[config.mk]
export PLATFORM = sky130hd
export DESIGN_NAME = pipe_stage_buffer
export DESIGN_NICKNAME = d
export VERILOG_FILES = /design/src/rtl/pipe_stage_buffer.sv
export SDC_FILE = /design/constraint.sdc
export NUM_CORES = 1
export LEC_CHECK = 0
export ABC_AREA = 1
export CORE_MARGIN = 3
export CORE_UTILIZATION = 65
export CTS_CLUSTER_DIAMETER = 150
export DETAILED_ROUTE_END_ITERATION = 7
export DONT_BUFFER_PORTS = 1
export PLACE_DENSITY = 0.91
export SLEW_MARGIN = 10
export SYNTH_ARGS = -nofsm -noshare
export SYNTH_HDL_FRONTEND = slang
export SYNTH_SLANG_ARGS = --single-unit
[constraint.sdc]
create_clock -name clk -period 32.4 [get_ports clk]
set_input_delay 3.24 -clock clk [delete_from_list [all_inputs] [get_ports clk]]
set_output_delay 3.24 -clock clk [all_outputs]
set_load 0.1 [all_outputs]
[src/rtl/pipe_stage_buffer.sv]
// Two-entry skid buffer between pipeline stages: HEAD drives the outputs, SKID
// catches one extra beat so in_ready is a pure register decode.
module pipe_stage_buffer #(
  parameter int DATA_W = 32,
  parameter int REG_W  = 5,
  parameter int TGT_W  = 28,
  parameter int CTRL_W = 11
) (
  input  logic              clk,
  input  logic              reset,
  input  logic              in_valid,
  output logic              in_ready,
  input  logic [DATA_W-1:0] in_pc,
  input  logic [DATA_W-1:0] in_a,
  input  logic [DATA_W-1:0] in_b,
  input  logic [DATA_W-1:0] in_jump,
  input  logic [REG_W-1:0]  in_rd,
  input  logic [REG_W-1:0]  in_rt,
  input  logic [TGT_W-1:0]  in_target,
  input  logic [CTRL_W-1:0] in_ctrl,
  input  logic              flush,
  output logic              out_valid,
  input  logic              out_ready,
  output logic [DATA_W-1:0] out_pc,
  output logic [DATA_W-1:0] out_a,
  output logic [DATA_W-1:0] out_b,
  output logic [DATA_W-1:0] out_jump,
  output logic [REG_W-1:0]  out_rd,
  output logic [REG_W-1:0]  out_rt,
  output logic [DATA_W-1:0] out_target,
  output logic [CTRL_W-1:0] out_ctrl,
  output logic [1:0]        level
);

  typedef struct packed {
    logic [DATA_W-1:0] pc;
    logic [DATA_W-1:0] a;
    logic [DATA_W-1:0] b;
    logic [DATA_W-1:0] jump;
    logic [REG_W-1:0]  rd;
    logic [REG_W-1:0]  rt;
    logic [TGT_W-1:0]  target;
    logic [CTRL_W-1:0] ctrl;
  } beat_t;

  // Encoding doubles as the occupancy count.
  typedef enum logic [1:0] {EMPTY = 2'd0, ONE = 2'd1, TWO = 2'd2} state_t;

  state_t state, state_nxt;
  beat_t  head, skid, in_beat;
  logic   head_vld, skid_vld;
  logic   accept, pop;
  logic   head_ld_in, head_ld_skid, skid_ld_in;

  assign in_beat = '{pc: in_pc, a: in_a, b: in_b, jump: in_jump,
                     rd: in_rd, rt: in_rt, target: in_target, ctrl: in_ctrl};

  // Entry valid bits are decoded from the state register so they can never disagree.
  assign head_vld = (state != EMPTY);
  assign skid_vld = (state == TWO);

  assign in_ready  = ~skid_vld;
  assign out_valid = head_vld;
  assign level     = state;

  assign accept = in_valid & in_ready & ~flush;
  assign pop    = out_valid & out_ready & ~flush;

  always_ff @(posedge clk or posedge reset) begin
    if (reset) state <= EMPTY;
    else       state <= state_nxt;
  end

  always_comb begin
    state_nxt    = state;
    head_ld_in   = 1'b0;
    head_ld_skid = 1'b0;
    skid_ld_in   = 1'b0;
    if (flush) begin
      state_nxt = EMPTY;
    end else begin
      case (state)
        EMPTY: if (accept) begin
          state_nxt  = ONE;
          head_ld_in = 1'b1;
        end
        ONE: begin
          if (accept && pop) begin
            head_ld_in = 1'b1;
          end else if (accept) begin
            state_nxt  = TWO;
            skid_ld_in = 1'b1;
          end else if (pop) begin
            state_nxt = EMPTY;
          end
        end
        TWO: if (pop) begin
          state_nxt    = ONE;
          head_ld_skid = 1'b1;
        end
        default: state_nxt = EMPTY;
      endcase
    end
  end

  always_ff @(posedge clk or posedge reset) begin
    if (reset)             head <= '0;
    else if (head_ld_in)   head <= in_beat;
    else if (head_ld_skid) head <= skid;
  end

  always_ff @(posedge clk or posedge reset) begin
    if (reset)           skid <= '0;
    else if (skid_ld_in) skid <= in_beat;
  end

  assign out_pc     = head.pc;
  assign out_a      = head.a;
  assign out_b      = head.b;
  assign out_jump   = head.jump;
  assign out_rd     = head.rd;
  assign out_rt     = head.rt;
  assign out_target = {head.pc[DATA_W-1:TGT_W], head.target};
  // An empty stage must look like a bubble downstream.
  assign out_ctrl   = head_vld ? head.ctrl : '0;

endmodule

# Word-level counts from Yosys, hierarchy flattened
# Index checks and enable logic that the tools add are counted.
# op_classes
n_reduce_logical,5
eq_ne,6
n_mux,20
n_bitwise,6
# ops
cell,count
177-bit 2-to-1 mux,2
2-bit 2-to-1 mux,6
11-bit 2-to-1 mux,1
1-bit 2-to-1 mux,9
3-bit != test (second input constant),2
2-bit case mux with 3 select lines,1
1-bit bitwise AND,4
4-bit != test (second input constant),1
4-bit AND reduction,1
2-bit nonzero test,2
3-bit by 2-bit != test with 1-bit output (second input constant),1
2-bit by 1-bit equality test with 1-bit output (second input constant),1
2-bit equality test (second input constant),1
2-bit logical NOT,1
1-bit inverter,2
1-bit case mux with 2 select lines,1
1-bit logical AND,1
# word_totals
out_inout_bits,185
in_bits,182
word_cells,54
register_bits,356

# Logic depth before layout (Yosys ltp)
# Gate-level depths: netlist (run 1).
# depth
depth_word,9
ltp_mapped,9
depth_no_buf,8

# Worst setup path before layout (run 1)
# Ideal clock, no wire load.
# synth_timing
kind,register -> output
from,"register state[0], in the netlist level[0]"
to,output port out_ctrl[1]
setup_slack_ns,26.368
stages_incl_launch_ff,5
n_path_buf,2
arrival_ns,2.792
t_required_ns,29.160
path_cell_list,dfrtp_1 -> buf_4 -> nor2_1 -> clkbuf_1 -> nor2_1
# synth_between
elab_chain_cells,2
# synth_lines
item,line,source
start: declaration,49,"state_t state, state_nxt;"
start signal: assignment,71,else state <= state_nxt;
2-bit nonzero test,59,assign head_vld = (state != EMPTY);
11-bit 2-to-1 mux,125,assign out_ctrl = head_vld ? head.ctrl : '0;
end: declaration,31,"output logic [CTRL_W-1:0] out_ctrl,"
# No other way between the ends.

# Worst setup path after layout (run 1)
# layout_timing
from,"register state[1], in the netlist level[1]"
to,output port out_ctrl[10]
# The elaborated chain is that of the path after synthesis.

==> impl_metrics.json, run 1 <==
{
  "first_iter_violations": 1582,
  "crit_path_start_kind": "register",
  "clk_pin_slew_worst_paths_ns": 0.06,
  "yosys_most_used_dff": "dfrtp_1",
  "postLayoutCoreUtil": 0.6692,
  "fillerInstances": 1811,
  "ys_async_sr_fraction": 1.000,
  "total_negative_slack_for_setup_checks_ns": 0,
  "failing_checks": "DRC",
  "mappedNetlistNets": 2137,
  "die_width_um": 165.7,
  "critical_path.max_fanout": 14,
  "slew_viol_final": 0,
  "chipHeight_um": 165.7,
  "avgViaCountPerCell": 6.091,
  "worst_margin_pin_slew_ns": 1.262,
  "final_critical_path_setup_slack_ns": 26.46,
  "cts_made_buffers": 38,
  "global_route.overflow_total": 0,
  "seq_cells_post_synth": 356,
  "grt_util_all_layers": 0.2912,
  "initial_antenna_violation_count": 0,
  "worstSetupEndpointType": "output pin",
  "cts.sink_count": 356,
  "yosysMostFrequentCell": "nand3_1",
  "post_synth_inst_count": 1955,
  "postRouteAntennaNets": 0,
  "design.final.nets": 1885,
  "grt_pass1_wl_mm": 66.26,
  "h-tree-depth": 2,
  "most_instantiated_cells_after_synthesis": "nand3_1 (533), nand2_1 (361), dfrtp_1 (356)",
  "count_of_cells_resized_by_post_cts_repair": 0,
  "finalSetupViolations": 0,
  "ys_top_cells_by_area": "dfrtp_1 (54%), nand3_1 (16%), buf_4 (8.3%), nand2_1 (8.2%), o21ai_0 (5.3%)",
  "critPathKind": "reg2out",
  "seq_area_frac_synth": 0.5372,
  "outcome": "finished with violations",
  "synth_cell_types": 16,
  "cts.path.max_buffers": 3,
  "synthesis.yosys.warnings": 0,
  "arrival_ns": 2.70,
  "worstSkewPairLatency_ns": 0.51,
  "core_area_um2": 24680,
  "n_antenna_cell": 0,
  "synth_largest_type_area_fraction": 0.5372,
  "synth_area_leader_cell": "dfrtp_1",
  "postRouteWirelength_mm": 41.15,
  "cts_root_buffer": "clkbuf_16",
  "synthesis.area_um2": 16580,
  "dieArea_um2": 27460,
  "fin_crit_sh": 0.1835,
  "grt_max_degree": 179,
  "cts_tree": "yes",
  "cap_violations": 0,
  "hold_violations": 0,
  "ff_latch_area_um2": 8914,
  "highest_clock_rate_mhz": 168.2,
  "global_route.usage.met1": 0.3630,
  "postCtsSetupRepairBufs": 0,
  "placement_rows": 57,
  "grtUsageMet3": 0.1070,
  "drc": 1,
  "multiInputGateArea_um2": 5084,
  "layout-area-overhead-vs-synth_pct": -0.4225,
  "syn-mean-instance-area_um2": 8.482,
  "worst-endpoint-required_ns": 29.16,
  "dpl.hpwl_mm": 24.93,
  "synth-edff-count": 0,
  "dpl_worst_slack_ns": 26.32,
  "via_count": 12510,
  "grt_setup_unrepaired": "false",
  "finalWeightedCongestion": 0.8579,
  "r2r_setup_slack_ns": 28.02,
  "min-delay-path-class": "reg2reg",
  "firstDrtPassIters": 8,
  "initial_core_util": 0.6720,
  "use_met2": 0.4698,
  "post_route_cells_drive_above_1_share": 0.05379,
  "period_needed_ns": 5.945,
  "num_io_pins": 367,
  "final.setup_skew_ns": 0.009082,
  "maxSlewHeadroom": 0.1587,
  "port_buffers": 0,
  "global_route.peak_usage_layer": "met2",
  "ctsHoldBuffers": 0,
  "drt-wirelength-per-cell_um": 20.04,
  "grt_pass1_vias": 12240
}
-- area by class of cell --
cell class              instances  share of cell area
flip-flops and latches        356              0.5398
multi-input cells            1096              0.3079
clock buffers                  57             0.06941
inverters                     196             0.04531
well taps                     324             0.02455
repair buffers                 15            0.008335
clock inverters                 9            0.004698
-- critical path: stages (launching register included) --
cell     delay, ns
dfrtp_1       1.02
nor2_1        0.07
buf_4         0.24
nor2_2        0.86
-- routing by layer --
metal / wire, µm / vias up
met5: 0 / -
met4: 1638 / 0
met3: 4996 / 118
met2: 19700 / 729
met1: 14810 / 6017
li1: - / 5641
-- worst paths after layout --
kind / from / to / depth (start not counted)
hold / removal: skid[27] / skid[27] / 2
max in group asynchronous: reset / out_target[22] / 3
min in group asynchronous: reset / out_target[27] / 1
setup reg to reg: level[1] / out_b[31] / 8
setup / recovery: level[1] / out_ctrl[10] / 3
hold reg to reg: skid[27] / skid[27] / 2
-- cell families (layout without fill, tap and decap cells) --
kind of cell | Yosys count | in the layout | synth area share
buffers and inverters | 503 | 277 | 0.1592
DFF | 356 | 356 | 0.5372
and+or+nand+nor | 917 | 917 | 0.2492
AOI/OAI and AO/OA | 179 | 179 | 0.05440
-- through the flow --
step / std cells / cell area (µm²) / hold WS (ns)
6_report: 2053 / 16510 / 0.4837
5_1_grt: 2053 / 16510 / 0.5080
4_1_cts: 2053 / 16510 / 0.4875
3_5_place_dp: 1987 / 15290 / 0.4727
3_3_place_gp: 1987 / 15290 / 0.4655
2_1_floorplan: 1955 / 16580 / 0.4534
-- sequential cells by signal, indices dropped and copies added (netlist names) --
name and flops:
out_jump 32, out_a 32, head 11, level 2, out_pc 32, out_target 28
out_rt 5, skid 177, out_b 32, out_rd 5
-- cells in the final DEF, fill, tap and decap left out, drive strengths merged --
master,instances
o31ai,1
a21oi,1
clkbuf,57
nor2,19
inv,197
nand2,361
o21ai,177
nand3,533
nand4,3
buf,15
dfrtp,356
nor3,1
clkinv,7
bufinv,1
Power of run 1 is not shown: default switching activity piles up to over one toggle a cycle in this logic, so the estimate is an artifact.
==> run 2, diff against run 1 <==
Settings changed: CORE_UTILIZATION 65 to 58, PLACE_DENSITY 0.91 to 0.86.
Clock period 32.4 ns to 5.09 ns, I/O delays scaled along.
==> run 2 against run 1 <==
Against the previous run: the run now ends clean; global-route usage fell by 3.6 points; highest routed layer unchanged; count of clock-buffer cells in the layout rose by 5; register-to-register slack worse by 26 ns; die area grew 12%; cell area increased by 1.2%; largest cell class unchanged; cell count grew 3.0%; critical path type unchanged; sequential share of layout area fell by 0.63 points.
==> impl_metrics.json, run 2 (synthesis gave the netlist of run 1 again) <==
{
  "outcome": "finished clean",
  "r2r_setup_slack_ns": 1.74,
  "clk_pin_slew_worst_paths_ns": 0.06,
  "worstSkewPairLatency_ns": 0.50,
  "whs_ns": 0.06319,
  "drt-wirelength-per-cell_um": 18.63,
  "postRouteAntennaNets": 0,
  "worst-endpoint-required_ns": 4.58,
  "layout-area-overhead-vs-synth_pct": 0.7547,
  "critical_path.max_fanout": 14,
  "final.setup_skew_ns": 0.01006,
  "worst_margin_pin_slew_ns": 1.204,
  "final_cell_area_um2": 16710,
  "n_antenna_cell": 0,
  "global_route.overflow_total": 0,
  "placement_rows": 61,
  "ctsHoldBuffers": 0,
  "post_route_cells_drive_above_1_share": 0.05760,
  "min-delay-path-class": "in2async",
  "chipHeight_um": 175.1,
  "drc": 0,
  "firstDrtPassIters": 5,
  "grt_pass1_vias": 11980,
  "cap_violations": 0,
  "layout.cells.most_common": "nand3_1",
  "ff_latch_area_um2": 8914,
  "slowest_stage_cell_on_the_critical_path": "nor2_1",
  "count_of_cells_resized_by_post_cts_repair": 0,
  "avgViaCountPerCell": 5.767,
  "grt_setup_unrepaired": "false",
  "dpl.hpwl_mm": 24.35,
  "dieArea_um2": 30650,
  "total_negative_slack_for_setup_checks_ns": 0,
  "design.final.nets": 1889,
  "core_area_um2": 28010,
  "fin_crit_sh": 0.7363,
  "postLayoutCoreUtil": 0.5965,
  "hold_violations": 0,
  "finalSetupViolations": 0,
  "cts_tree": "yes",
  "port_buffers": 0,
  "slew_viol_final": 0,
  "die_width_um": 175.1,
  "regMostFlops": "skid",
  "critPathKind": "reg2out",
  "via_count": 12190,
  "leading_cell_types_in_the_layout_fill_and_taps_excluded": "nand3_1 (533), nand2_1 (359), dfrtp_1 (352)",
  "num_io_pins": 367,
  "largest_register_ffs": 177,
  "finalWeightedCongestion": 0.8273,
  "fillerInstances": 2319,
  "postRouteWirelength_mm": 39.39,
  "cts.sink_count": 356,
  "cells_along_the_critical_path": "nor2_1, inv_1",
  "worstSetupEndpointType": "output pin",
  "maxSlewHeadroom": 0.1946,
  "postPlaceCellArea_um2": 15400,
  "arrival_ns": 3.24,
  "stage_delay_of_the_slowest_cell_on_the_critical_path_ns": 1.13,
  "grt_util_all_layers": 0.2550,
  "h-tree-depth": 2,
  "initial_antenna_violation_count": 0,
  "first_iter_violations": 1142,
  "multiInputGateArea_um2": 5084,
  "critical_path.top_delay_family": "simple AND/OR/NAND/NOR gates",
  "initial_core_util": 0.5920,
  "worst-path-buf-inv": 1,
  "period_needed_ns": 3.748,
  "highest_clock_rate_mhz": 266.8,
  "cts.path.max_buffers": 3,
  "crit_path_start_kind": "register",
  "grt_max_degree": 221,
  "grt_pass1_wl_mm": 63.89,
  "cts_root_buffer": "clkbuf_16",
  "cts_made_buffers": 39,
  "postCtsSetupRepairBufs": 0
}
-- run 2: per-layer routing --
metal,vias up,share of wire,routed length (µm),GRT usage
met5,-,0,0,0
met4,0,0.050,1953,0.1137
met3,117,0.11,4369,0.09170
met2,578,0.46,18240,0.4027
met1,5847,0.38,14830,0.3171
li1,5649,-,-,-
-- run 2: worst paths after layout --
check | to | depth (start not counted) | start
setup / recovery | out_valid | 2 | level[0]
hold / removal | out_a[15] | 2 | reset
setup reg to reg | out_pc[15] | 7 | level[1]
hold reg to reg | skid[20] | 2 | skid[20]
max in group asynchronous | out_b[3] | 3 | reset
min in group clk | level[1] | 1 | flush
-- run 2: cell type report --
cell class | count | area share
Clock buffer | 62 | 0.07272
Clock inverter | 8 | 0.005542
Inverter | 196 | 0.04456
Multi-Input combinational cell | 1096 | 0.3043
Sequential cell | 356 | 0.5335
Tap cell | 378 | 0.02831
Timing Repair Buffer | 18 | 0.01108
-- run 2: per-stage QoR --
stage | std cells | worst slack (ns)
floorplan | 1955 | -0.1893
global placement | 2044 | 1.860
detailed placement | 2044 | 1.757
CTS | 2114 | 1.331
global route | 2114 | 1.182
finish | 2114 | 1.342
-- run 2: worst reg2reg max path, stage by stage (launching register included) --
cell and delay (ns):
dfrtp_1 1.01, inv_1 0.25, nor2_2 0.29, nand2_4 0.30, inv_6 0.61, buf_4 0.57, nand2_1 0.13, nand3_1 0.11
Power of run 2 is left out for the same reason.
==> run 3, diff against run 2 <==
Clock period 5.09 ns to 3.2 ns, I/O delays scaled along.
==> run 3 against run 2 <==
Against the previous run: register-to-register slack worse by 1.2 ns; die area stayed put; sequential share of layout area is 5.7 points lower; count of clock-buffer cells in the layout is 6 lower; cell count is 9.3% higher; first-iteration DRC count is 56% higher.
==> impl_metrics.json, run 3 (synthesis gave the netlist of run 1 again) <==
{
  "first_iter_violations": 1780,
  "critical_path.max_fanout": 92,
  "arrival_ns": 3.06,
  "final.setup_skew_ns": 0.01808,
  "slew_viol_final": 0,
  "num_io_pins": 367,
  "drt-wirelength-per-cell_um": 20.24,
  "min-delay-path-class": "in2reg",
  "dpl_worst_slack_ns": 0.7793,
  "avgViaCountPerCell": 5.981,
  "cts_root_buffer": "clkbuf_16",
  "postRouteWirelength_mm": 46.78,
  "layout.cells.most_common": "nand3_1",
  "worst-endpoint-required_ns": 3.64,
  "cts.path.max_buffers": 3,
  "postCtsSetupRepairBufs": 0,
  "cts_tree": "yes",
  "worst-path-buf-inv": 3,
  "dieArea_um2": 30650,
  "critical_path.top_delay_family": "buffers and inverters",
  "grt_setup_unrepaired": "false",
  "maxSlewHeadroom": 0.2800,
  "die_width_um": 175.1,
  "total_negative_slack_for_setup_checks_ns": 0,
  "finalSetupViolations": 0,
  "via_count": 13820,
  "crit_path_start_kind": "register",
  "outcome": "finished clean",
  "period_needed_ns": 2.616,
  "grt_pass1_wl_mm": 75.14,
  "cells_along_the_critical_path": "buf_4, inv_1, nor2_2, nor3_4, nand2_4, buf_4, nand3_1, nand3_1",
  "postRouteAntennaNets": 0,
  "highest_clock_rate_mhz": 382.3,
  "grt_pass1_vias": 13850,
  "core_area_um2": 28010,
  "finalWeightedCongestion": 0.8294,
  "grt_util_all_layers": 0.3009,
  "leading_cell_types_in_the_layout_fill_and_taps_excluded": "nand3_1 (533), nand2_1 (359), dfrtp_1 (352)",
  "clk_pin_slew_worst_paths_ns": 0.06,
  "hold_violations": 0,
  "cap_violations": 0,
  "global_route.overflow_total": 0,
  "worstSetupEndpointType": "register",
  "h-tree-depth": 2,
  "layout-area-overhead-vs-synth_pct": 12.85,
  "firstDrtPassIters": 8,
  "chipHeight_um": 175.1,
  "regMostFlops": "skid",
  "initial_antenna_violation_count": 6,
  "design.final.nets": 2080,
  "largest_register_ffs": 177,
  "stage_delay_of_the_slowest_cell_on_the_critical_path_ns": 0.73,
  "slowest_stage_cell_on_the_critical_path": "buf_4",
  "critPathKind": "reg2reg",
  "cts.sink_count": 356,
  "dpl.hpwl_mm": 23.88,
  "final_cell_area_um2": 18710,
  "worstSkewPairLatency_ns": 0.53,
  "initial_core_util": 0.5920,
  "cts_made_buffers": 39,
  "post_route_cells_drive_above_1_share": 0.05971,
  "port_buffers": 0,
  "postPlaceCellArea_um2": 15550,
  "drc": 0,
  "placement_rows": 61,
  "fin_crit_sh": 0.8174,
  "whs_ns": 0.006801,
  "worst_margin_pin_slew_ns": 1.080,
  "final_critical_path_setup_slack_ns": 0.5842,
  "grt_max_degree": 182
}
==> run 3: layout make-up <==
cell class,instances,area [µm²]
diodes,7,17.52
clock buffers,56,1172
clock inverters,13,178.9
fillers,1936,9298
inverters,196,744.5
multi-input cells,1096,5084
flip-flops and latches,356,8914
well taps,378,473.0
repair buffers,209,2130
==> run 3: layer usage <==
layer	vias up	share of wire	track usage
met1	6618	0.35	0.3701
met4	0	0.053	0.1446
li1	6034	-	-
met2	952	0.48	0.4852
met5	-	0	0
met3	217	0.11	0.09496
==> run 3: final timing paths <==
| path | startpoint | endpoint | slack [ns] | cells after the start |
|---|---|---|---|---|
| worst max-delay path | level[1] | out_b[4] | 0.58 | 8 |
| worst min-delay path | in_b[19] | out_b[19] | 0.007 | 2 |
| worst max register to register | level[1] | out_b[4] | 0.58 | 8 |
| worst min register to register | skid[143] | skid[143] | 0.49 | 2 |
| max in group asynchronous | reset | out_pc[31] | 2.05 | 3 |
| min in group asynchronous | reset | skid[127] | 0.25 | 2 |
==> run 3: through the flow <==
| stage | utilization | instances |
|---|---|---|
| final | 0.6681 | 2311 |
| after global routing | 0.6680 | 2310 |
| after CTS | 0.6674 | 2304 |
| after detailed placement | 0.5552 | 2056 |
| after global placement | 0.5552 | 2056 |
| after floorplan | - | 1955 |
==> run 3: timing repair <==
item | 4_1_cts | 5_1_grt
gates resized for setup | 0 | 0
endpoints found under the hold margin | 361 | 0
hold buffers | 179 | 0
Power of run 3 is left out for the same reason.
